**src/rtl/serial_magnitude_compare.sv**
```systemverilog
// rtl/serial_magnitude_compare.sv - digit-serial MSB-first magnitude comparator with start/busy/done handshake
module serial_magnitude_compare #(
    parameter int WIDTH      = 6,
    parameter int DIGIT      = 1,
    parameter int EARLY_EXIT = 1
) (
    input  logic             clk,
    input  logic             reset,
    input  logic             start,
    input  logic             signed_mode,
    input  logic [WIDTH-1:0] a,
    input  logic [WIDTH-1:0] b,
    output logic             busy,
    output logic             done,
    output logic             eq,
    output logic             gt,
    output logic             lt
);

    localparam int N  = WIDTH / DIGIT;
    localparam int IW = (N > 1) ? $clog2(N) : 1;

    localparam logic [1:0] S_IDLE = 2'd0;
    localparam logic [1:0] S_RUN  = 2'd1;
    localparam logic [1:0] S_DONE = 2'd2;

    logic [1:0]       state_q, state_d;
    logic [WIDTH-1:0] a_q, a_d;
    logic [WIDTH-1:0] b_q, b_d;
    logic [IW-1:0]    idx_q, idx_d;
    logic             eq_q, eq_d;
    logic             gt_q, gt_d;
    logic             lt_q, lt_d;

    // Operands are held MSB-aligned and shifted left, so the digit under test
    // is always the top DIGIT bits; idx_q only counts the remaining digits.
    logic [DIGIT-1:0] dig_a, dig_b;
    logic             decided;
    logic [WIDTH-1:0] a_lat;

    // Next-state, operand shift and result recording
    always_comb begin
        state_d = state_q;
        a_d     = a_q;
        b_d     = b_q;
        idx_d   = idx_q;
        eq_d    = eq_q;
        gt_d    = gt_q;
        lt_d    = lt_q;
        dig_a   = a_q[WIDTH-1 -: DIGIT];
        dig_b   = b_q[WIDTH-1 -: DIGIT];
        decided = gt_q | lt_q;
        // Flipping both sign bits maps two's-complement order onto unsigned order
        a_lat              = a;
        a_lat[WIDTH-1]     = a[WIDTH-1] ^ signed_mode;

        case (state_q)
            S_RUN: begin
                if (!decided && (dig_a != dig_b)) begin
                    gt_d = (dig_a > dig_b);
                    lt_d = ~(dig_a > dig_b);
                    if (EARLY_EXIT != 0) begin
                        state_d = S_DONE;
                    end
                end
                if (idx_q == '0) begin
                    state_d = S_DONE;
                    if (!decided && (dig_a == dig_b)) begin
                        eq_d = 1'b1;
                    end
                end else begin
                    idx_d = idx_q - 1'b1;
                end
                a_d = a_q << DIGIT;
                b_d = b_q << DIGIT;
            end
            default: begin
                // IDLE and DONE both accept a new request; DONE otherwise lasts one cycle
                if (start) begin
                    a_d     = a_lat;
                    b_d     = b;
                    b_d[WIDTH-1] = b[WIDTH-1] ^ signed_mode;
                    eq_d    = 1'b0;
                    gt_d    = 1'b0;
                    lt_d    = 1'b0;
                    idx_d   = IW'(N - 1);
                    state_d = S_RUN;
                end else begin
                    state_d = S_IDLE;
                end
            end
        endcase
    end

    // State registers; reset aborts any compare in flight
    always_ff @(posedge clk) begin
        if (reset) begin
            state_q <= S_IDLE;
            a_q     <= '0;
            b_q     <= '0;
            idx_q   <= '0;
            eq_q    <= 1'b0;
            gt_q    <= 1'b0;
            lt_q    <= 1'b0;
        end else begin
            state_q <= state_d;
            a_q     <= a_d;
            b_q     <= b_d;
            idx_q   <= idx_d;
            eq_q    <= eq_d;
            gt_q    <= gt_d;
            lt_q    <= lt_d;
        end
    end

    assign busy = (state_q == S_RUN);
    assign done = (state_q == S_DONE);
    assign eq   = eq_q;
    assign gt   = gt_q;
    assign lt   = lt_q;

endmodule
```
**config.mk**
```make
export PLATFORM = sky130hd
export DESIGN_NAME = serial_magnitude_compare
export DESIGN_NICKNAME = d
export VERILOG_FILES = /design/src/rtl/serial_magnitude_compare.sv
export SDC_FILE = /design/constraint.sdc
export NUM_CORES = 1
export LEC_CHECK = 0
export ABC_AREA = 1
export CAP_MARGIN = 10
export CELL_PAD_IN_SITES_DETAIL_PLACEMENT = 1
export CELL_PAD_IN_SITES_GLOBAL_PLACEMENT = 2
export CORE_AREA = 4 4 53 91
export CTS_CLUSTER_DIAMETER = 120
export DETAILED_ROUTE_END_ITERATION = 8
export DIE_AREA = 0 0 57 95
export PLACE_DENSITY_LB_ADDON = 0.1
export SLEW_MARGIN = 20
export SYNTH_ARGS = -nofsm -noshare
export SYNTH_HDL_FRONTEND = slang
export SYNTH_SLANG_ARGS = --single-unit
```
**constraint.sdc**
```tcl
create_clock -name clk -period 1.76 [get_ports clk]
set_clock_uncertainty 0.15 [all_clocks]
set_input_delay 0.264 -clock clk [delete_from_list [all_inputs] [get_ports clk]]
set_output_delay 0.264 -clock clk [all_outputs]
set_load 0.005 [all_outputs]
```
* Word-level counts from Yosys, hierarchy flattened
Cells that the tools add are included.
** Storage, ports and cells
- Register bits after elaboration :: 20
- Bits of input ports :: 16
- Output and inout bits :: 5
- Logic and storage cells :: 52
** Operators by class
- Add/subtract/negate cells :: 1
- $lt $le $gt $ge :: 1
- Eq/ne operators :: 9
- Mux-type cells :: 19
- Bitwise logic cells :: 4
- Reductions and logical operators :: 9
** Operators with widths (count)
- $mux 6 :: 4
- $mux 1 :: 9
- $mux 3 :: 3
- $mux 2 :: 3
- $ne 2x1->1 const B :: 3
- $reduce_and 2->1 :: 2
- $logic_not 3->1 :: 1
- $ne 3x1->1 const B :: 1
- $reduce_and 3->1 :: 1
- $sub 3x1->3 const B :: 1
- $eq 2x1->1 const B :: 1
- $eq 2x2->1 const B :: 1
- $logic_and 1x1->1 :: 2
- $ne 2x2->1 const B :: 1
- $reduce_bool 2->1 :: 1
- $reduce_or 2->1 :: 1
- $xor 1x1->1 :: 2
- $eq 1x1->1 :: 1
- $gt 1x1->1 :: 1
- $logic_not 1->1 :: 1
- $ne 1x1->1 :: 1
- $not 1->1 :: 1
- $or 1x1->1 :: 1

* Longest topological paths before layout
- Depth in word-level cells :: 6
- Gate-level depth with buffers :: 8
- Depth with buffers taken out :: 8

* Least setup slack after synthesis
No wires, ideal clock.
- Path type :: register -> register
- Start point :: register b_q[5]
- End point :: register gt_q, in the netlist gt
- Arrival time :: 1.015 ns
- Required time :: 1.497 ns
- Path slack :: 0.482 ns
- Cell stages (with the launch flop) :: 9
- Buffers on the path :: 0
- Period minus slack after synthesis :: 1.278 ns
- Cell sequence :: dfxtp_1 inv_1 ha_1 inv_1 nand3_1 nor2_1 nand2_1 nand2_1 nor2_1
** Between the ends
- Cells in the longest elaborated chain, start to end :: 4
- Elaborated cells between the ends (all ways) :: 7
- Classes of those cells :: 1 x order compare; 2 x eq/ne; 2 x mux; 2 x reduce/logical
** RTL lines
- start: declaration :: line 29 : logic [WIDTH-1:0] b_q, b_d;
- start signal: assignment :: line 100 : b_q <= '0;
- start signal: assignment :: line 108 : b_q <= b_d;
- $ne 1x1->1 :: line 59 : if (!decided && (dig_a != dig_b)) begin
- $logic_and 1x1->1 :: line 59
- $ne 2x1->1 (no line)
- $reduce_and 2->1 (no line)
- end signal: assignment :: line 111 : gt_q <= gt_d;
- end: declaration :: line 32 : logic gt_q, gt_d;
Parallel ways exist; a longest one is shown, timed or not. The select of a mux whose other input is x is not followed.
A chain may end at the register's enable or synchronous reset.

* Worst setup path in the final report
- Start point :: register state_q[0]
- End point :: output busy
** Between the ends
- Cells in the longest elaborated chain, start to end :: 1
** RTL lines
- start: declaration :: line 27 : logic [1:0] state_q, state_d;
- start signal: assignment :: line 106 : state_q <= state_d;
- $eq 2x1->1 :: line 116 : assign busy = (state_q == S_RUN);
- end: declaration :: line 13 : output logic busy,
Every way passes these cells.

==> flow_metrics.py <==
metrics = {
    "status": {
        "status": "complete, no violations",
    },
    "setup_path": {
        "worstPathCellList": "inv_1, nor2_4, clkdlybuf4s50_1",
        "cp.arrival_ps": 1260,
        "critPathMaxStageDelay_ps": 500,
        "worstSetupPathType": "flop to primary output",
        "path_max_fanout": 3,
        "path_delay_family": "buffers and inverters",
        "worst-path-buf-inv": 2,
        "startpoint_type": "flop",
        "crit_path_end_kind": "primary output",
        "slowest_stage": "clkdlybuf4s50_1",
        "required_ps": 1350,
    },
    "timing": {
        "fin_crit_sh": 0.954,
        "slew_headroom": 0.796,
        "worstMarginPinSlew_ps": 305,
        "finalMaxSlewViolations": 0,
        "setup_viol": 0,
        "rsz0062_at_grt": "no",
        "hold_viol": 0,
        "fin_setup_tns_ps": 0,
        "max_freq_mhz": 596,
        "layout_min_cycle_time_ps": 1680,
    },
    "clock_network": {
        "cts_tree": "yes",
        "cts.sinks": 20,
        "cts_buffers": 3,
        "clock_path_buffers": 2,
        "clk_pin_slew_ps": 80,
        "cts_root_buf": "clkbuf_8",
        "htreeDepth": 1,
        "clock_latency_ps": 260,
    },
    "die": {
        "pin_count": 21,
        "fp.dieW_um": 57,
        "coreArea_sq_um": 4110,
        "die_area_sq_um": 5420,
        "row_count": 31,
        "die_h_um": 95,
        "initial_core_util": 0.251,
    },
    "pwr": {
        "ir_worst_vdd_uv": 344,
        "power_density_nw_per_um2": 769,
        "p_leak_nw": 0.645,
    },
    "synthesis": {
        "yosysMostFrequentCell": "nand2_1",
        "ys_seq_area_frac": 0.387,
        "syn_inst": 167,
        "ys_warn_count": 0,
        "avgSynthCellArea_sq_um": 6.19,
        "yosys-top-cells-count": "nand2_1 (49), nor2_1 (39), inv_1 (26)",
        "synthFlopType": "dfxtp_1",
        "synthTopCellsByArea": "dfxtp_1 (39%), nand2_1 (18%), nor2_1 (14%), inv_1 (9.4%), nand3_1 (6.8%)",
        "synthArstFlopShare": 0,
        "synth_edf_count": 0,
        "yosysTopAreaCellShare": 0.387,
        "yosysTopAreaCell": "dfxtp_1",
        "postSynthNetCount": 186,
        "synth_seq_cells": 20,
        "netlist_area_sq_um": 1030,
        "ys_types": 14,
    },
    "global_routing": {
        "grt_max_degree": 20,
        "first_global_vias": 1164,
        "grt_pass1_wl_mm": 4.98,
        "busiest_layer": "met2",
        "use_met1": 0.118,
        "met3_usage": 0.0178,
        "grt.overflow.total": 0,
        "antenna_found_initial": 0,
        "grt.met2_usage": 0.237,
        "grt.total_usage": 0.119,
    },
    "detailed_routing": {
        "vias": 1054,
        "wire_per_inst_um": 11.8,
        "drt-pass1-iter-count": 4,
        "drc": 0,
        "drt-total-wl_mm": 2.85,
        "drt_iter0_markers": 21,
        "via_per_inst": 4.37,
        "ant_nets": 0,
    },
    "placed_design": {
        "io_buffer_count": 20,
        "dp_cells": 238,
        "dp_hpwl_mm": 2.22,
        "gp_congestion": 0.768,
    },
    "cells_and_area": {
        "fin_util": 0.334,
        "nets": 213,
        "drive_above_1_share": 0.0729,
        "instances_no_fill": 241,
        "antenna_cells": 0,
        "area_delta_synth_final_pct": 32.9,
    },
    "job": {
        "cap_violations": 0,
    },
    "hold_path": {
        "worst_hold_path_type": "flop to flop",
    },
}
final timing paths:
check,from,end,slack (ps),cells after the start
worst max-delay path,state_q[0]$_SDFFE_PP0P_,busy,80,3
worst min-delay path,eq$_SDFFE_PP0P_,eq$_SDFFE_PP0P_,320,2
worst max register to register,b_q[5]$_SDFFE_PP0P_,gt$_SDFFE_PP0P_,390,8
worst min register to register,eq$_SDFFE_PP0P_,eq$_SDFFE_PP0P_,320,2
report_power, final:
part | switching, mW | internal (mW)
registers | 0.0182 | 0.486
clock network | 0.150 | 0.152
logic | 0.135 | 0.114
worst min-delay path: cells and delay by family (launching register included):
| kind | cells | cell delay (ps) |
|---|---|---|
| flip-flops | 1 | 310 |
| AND/OR/NAND/NOR | 1 | 60 |
| AO/OA/AOI/OAI | 1 | 50 |
cells in the final DEF, fill, tap and decap left out, types with 3 or more instances in the layout:
master and n:
clkbuf_8 3, nand3_1 14, clkdlybuf4s50_1 20, inv_1 26, nor2_1 39, a21oi_1 5, nand2_1 49, buf_4 6
ha_1 3, dfxtp_1 19
metal layers:
metal	up-vias	share of wire
met4	0	0.0091
met3	2	0.031
met1	494	0.38
li1	547	-
met2	11	0.58
met5	-	0
timing repair:
action                                  4_1_cts  5_1_grt
buffers inserted                              0        0
endpoints found under the setup margin        0        1
hold buffers                                  0        0
resized for setup                             0        1
layout make-up:
type                       count  area [sq um]
multi-input combinational    116           507
inverter                      26          97.6
fill                         546          2740
timing repair buffer          27           265
clock buffer                   3          41.3
tap                           49          61.3
sequential                    20           402
stage by stage:
| step | setup slack, ps | power, mW | hold WS [ps] | cell area, sq um |
|---|---|---|---|---|
| 6_report | 81.2 | 1.06 | 317 | 1370 |
| 3_3_place_gp | 195 | 0.763 | 309 | 1330 |
| 5_1_grt | 4.20 | 1.14 | 346 | 1370 |
| 3_5_place_dp | 150 | 0.770 | 311 | 1330 |
| 2_1_floorplan | 482 | 0.660 | 259 | 1030 |
| 4_1_cts | 40.9 | 1.08 | 323 | 1370 |
flip-flops by register name, indices dropped and copies added, names as in the netlist:
signal and count:
b_q 6, idx_q 3, gt 1, eq 1, state_q 2, a_q 6
lt 1
kinds of logic after synthesis:
| logic type | synth area share |
|---|---|
| fa+ha+maj | 0.0363 |
| compound gates | 0.0436 |
| flops | 0.387 |
| buf+inv | 0.122 |
| simple gates | 0.410 |
(Power assumes the default switching activity.)
==> RTL edit 1 (same settings) <==
Change the parameter `EARLY_EXIT` from 1 to 0.
--- a/src/rtl/serial_magnitude_compare.sv
+++ b/src/rtl/serial_magnitude_compare.sv
@@ -4,3 +4,3 @@
     parameter int DIGIT      = 1,
-    parameter int EARLY_EXIT = 1
+    parameter int EARLY_EXIT = 0
 ) (
Behaviour: not the same (a bounded check fails within 4 cycles, from zero or initial values and one cycle with reset high).
==> RTL edit 1 against the original RTL <==
- sequential cell count did not move
- clock power up 19%
- die area unchanged
- largest power group unchanged
- cell area fell by 1.7%
- total power increased by 4.0%
- critical path depth stayed put
- synthesized area decreased by 2.1%
- worst setup slack improved by 0.026 ns
- routed wire length down 5.6%
==> RTL edit 1: results (changes against the original RTL) <==
By count the netlist is led by 45 x nand2_1, 32 x nor2_1, 23 x inv_1. After synthesis, the cell types taking the most area are dfxtp_1 40%, nand2_1 17%, nor2_1 12%. The number of fillers in the final layout was 545 (-0.18%); the fraction of power consumed by combinational cells was 21.1% (-2.5 points). The area share of fa/ha/maj cells after synthesis is 3.71% (+0.076 points). The run gives 0.327 ns (+0.00973 ns) as the worst hold margin.

The largest voltage drop on the vdd net is 0.000283 V (-18%). The routed wire length is 2690 µm (-5.6%), and the number of vias after detailed routing is 1018 (-3.4%). The count of cell types in the netlist came out at 17 (+3). The run gives 39.6% (+0.81 points) as the sequential element share of the synthesized area. The power dissipated by switching net loads came out at 0.000306 W (+0.50%). Fraction of final layout cells with drive strength greater than 1: 8.70% (+1.4 points). For the first-pass GRT wire length, the log shows 4750 µm (-4.7%).

The transition time at the pin with the least slew margin was 0.243 ns (-0.0617 ns); the number of detailed-route iterations in the first pass was 3 (-1). The run gives 2200 µm (-1.2%) as the detailed-placement wirelength estimate. The flow ran to the end, and the final reports show no timing, DRC or antenna violations. Cell area after placement: 0.00129 mm² (-3.1%).

The fraction of power consumed by the clock network is 32.7% (+4.0 points), and the per-cell via count in the routed design is 4.37 (about the same). All-layer global routing usage: 11.4% (-0.48 points). The mean instance size in the synthesized netlist came out at 6.37 µm² (+2.9%). The launch instance of the worst min-delay path is a_q[3]$_SDFFE_PP0P_. The worst register-to-register path begins at state_q[0]$_SDFFE_PP0P_. Leakage dissipation: 0.640 nW (-0.69%).
RTL edit 1: cell types whose count changed after synthesis, sizes merged:
| cell | change |
|---|---|
| nor2 | -7 |
| nand2 | -4 |
| nand3 | +3 |
| inv | -2 |
| nand3b | +1 |
| nor3 | +1 |
RTL edit 1: routing by layer:
metal | wire length (µm) | share of wire (%) | track usage [%] | vias up
li1 | - | - | - | 529
met1 | 1030 | 38 | 11.7 | 469
met2 | 1520 | 56 | 21.9 | 16
met3 | 98 | 3.6 | 1.64 | 4
met4 | 45 | 1.7 | 5.22 | 0
met5 | 0 | 0 | 0 | -
RTL edit 1: worst paths after layout:
| path | endpoint | cells past startpoint |
|---|---|---|
| hold / removal | a_q[4]$_SDFFE_PP0P_ | 2 |
| setup / recovery | busy | 3 |
| hold reg to reg | a_q[4]$_SDFFE_PP0P_ | 2 |
| setup reg to reg | idx_q[0]$_SDFFE_PP0P_ | 6 |
RTL edit 1: layout make-up:
cell class / instances / area share, %
Inverter: 24 / 6.67
Timing Repair Buffer: 26 / 18.4
Sequential cell: 20 / 29.8
Multi-Input combinational cell: 110 / 36.5
Clock buffer: 4 / 4.08
Tap cell: 49 / 4.54
RTL edit 1: stage by stage:
stage | utilization [%] | power [W] | setup slack (ns)
2_1_floorplan | - | 0.000656 | 0.555
3_3_place_gp | 31.4 | 0.000752 | 0.169
3_5_place_dp | 31.4 | 0.000759 | 0.150
4_1_cts | 32.7 | 0.00113 | 0.0309
5_1_grt | 32.8 | 0.00118 | 0.0477
6_report | 32.8 | 0.00110 | 0.108
RTL edit 1: worst max-delay path, cell delays in order, from the launching register on:
cell and delay, ns:
dfxtp_2 0.36, inv_2 0.05, nor2_4 0.08, clkdlybuf4s50_1 0.50
==> RTL edit 2 (same settings) <==
Made on the original files. Put a register stage on the outputs `busy` and `done`. The values now appear one clock later. The other outputs are not delayed to match.
--- a/src/rtl/serial_magnitude_compare.sv
+++ b/src/rtl/serial_magnitude_compare.sv
@@ -115,4 +115,6 @@
 
-    assign busy = (state_q == S_RUN);
-    assign done = (state_q == S_DONE);
+    always_ff @(posedge clk) begin
+        busy <= (state_q == S_RUN);
+        done <= (state_q == S_DONE);
+    end
     assign eq   = eq_q;
Check against the original RTL: not equivalent (Yosys sat finds a counterexample within 4 cycles, from zero or initial values and one cycle with reset high).
==> RTL edit 2 against the original RTL <==
- routed wire length is essentially flat
- worst hold slack better by 0.0076 ns
- count of clock-buffer cells in the layout unchanged
- sequential cell count increased by 2
- largest power group unchanged
- maximum frequency rose by 7.4%
- non-clock buffer count fell by 3
- first-iteration DRC count shrank 33%
- total power is 4.6% higher
- sequential power rose by 10%
- cell area down 0.46%
- synthesized area grew 3.3%
- worst setup slack gained 0.12 ns
- critical path depth grew 3
- global-route usage shrank 0.24 points
==> RTL edit 2: results (changes against the original RTL) <==
Total length of routed met3 wires: 84 µm (-4.5%). The fraction of final layout cells with drive strength greater than 1 is 5.85% (-1.4 points), and the maximum number of pins on one net before global-route repair is 16 (-20%). The logs give 640 MHz (+7.4%) for the top achievable clock speed and 17 (+3) for the count of cell types in the netlist.

Sorting the synthesized cells by how often they occur yields 48 x nand2_1, 40 x nor2_1, 22 x dfxtp_1, 22 x inv_1, 12 x nand3_1. The logs give 14 (-33%) for the DRC violation total after the first TritonRoute iteration and 1540 µm (-7.2%) for the detailed route wirelength on metal2. The routed length per instance was 12.0 µm (+1.7%). The placed instance count was 234 (-1.7%). The logs give 1160 µm (+7.9%) for the routed length on met1 and 0.000314 V (-8.6%) for the largest voltage drop on the vdd net.

For the headroom to the max-slew limit, the log shows 70.1% (-9.6 points). The endpoint arrival time on the critical path is 1.61 ns (+0.35 ns), and the post-placement setup slack is 0.106 ns (-0.0440 ns). The flow ran to the end, and the final reports show no timing, DRC or antenna violations. The logs give 185 (-0.54%) for the synthesized netlist net count and 11.5% (-0.30 points) for the met1 demand-to-capacity share in global routing.

Yosys attributes the largest share of cell area to dfxtp_1 41%, nand2_1 17%, nor2_1 14%. The tools report the leakage dissipation as 0.626 nW (-2.8%). The non-filler instance count after layout was 237 (-1.7%). The all-layer global routing usage is 11.6% (-0.24 points). The startpoint identified for the worst hold timing path is state_q[0]$_SDFFE_PP0P_. The met3 capacity usage during global routing is 1.64% (-0.14 points). The tools report the synthesis warning total as 0 (unchanged).

The cell depth of the worst flop-to-flop path was 6 (-2); the number of global-route vias before repair was 1111 (-4.6%). The maximum net fanout on the critical path works out to 15 (+12). Launch instance of the worst register-to-register path: state_q[1]$_SDFFE_PP0P_. The placer congestion estimate is 0.718 (-6.5%).
-- RTL edit 2: cell count changes after synthesis, sizes merged --
cell / change
inv: -3
dfxtp: +2
nand3: -2
a21oi: +1
nand2: -1
nand4: +1
nor2: +1
-- RTL edit 2: cell type report --
class,instances,area (µm²),share of cell area [%]
Inverter,23,86.3,6.31
Sequential cell,22,440,32.2
Tap cell,49,61.3,4.48
Multi-Input combinational cell,116,508,37.1
Timing Repair Buffer,24,230,16.8
Clock buffer,3,41.3,3.02
-- RTL edit 2: where the power goes --
part	internal [W]	leakage (nW)	total, W	switching [W]
logic	0.000103	0.424	0.000234	0.000131
clock network	0.000153	0.0216	0.000316	0.000163
registers	0.000534	0.181	0.000555	0.0000210
total	0.000790	0.626	0.00110	0.000315
-- RTL edit 2: how the worst min path moves through the flow --
stage / endpoint / slack (ns) / cells after the start
2_1_floorplan: b_q[0]$_SDFFE_PP0P_ / 0.26 / 2
3_3_place_gp: done$_DFF_P_ / 0.29 / 1
3_5_place_dp: done$_DFF_P_ / 0.31 / 1
4_1_cts: done$_DFF_P_ / 0.33 / 1
5_1_grt: done$_DFF_P_ / 0.34 / 1
6_report: done$_DFF_P_ / 0.32 / 1
-- RTL edit 2: cell families after synthesis --
kind of cell	count (synthesis)	synth area share, %
compound gates	9	4.69
fa+ha+maj	3	3.52
buf+inv	28	11.1
flops	22	41.3
simple gates	104	39.4
-- RTL edit 2: worst max-delay path: stages, from the launching register on --
cell     delay [ns]
dfxtp_1        0.38
inv_1          0.08
nand2_2        0.27
nand2_1        0.29
nor2_1         0.19
nor2_1         0.06
nor2_1         0.08
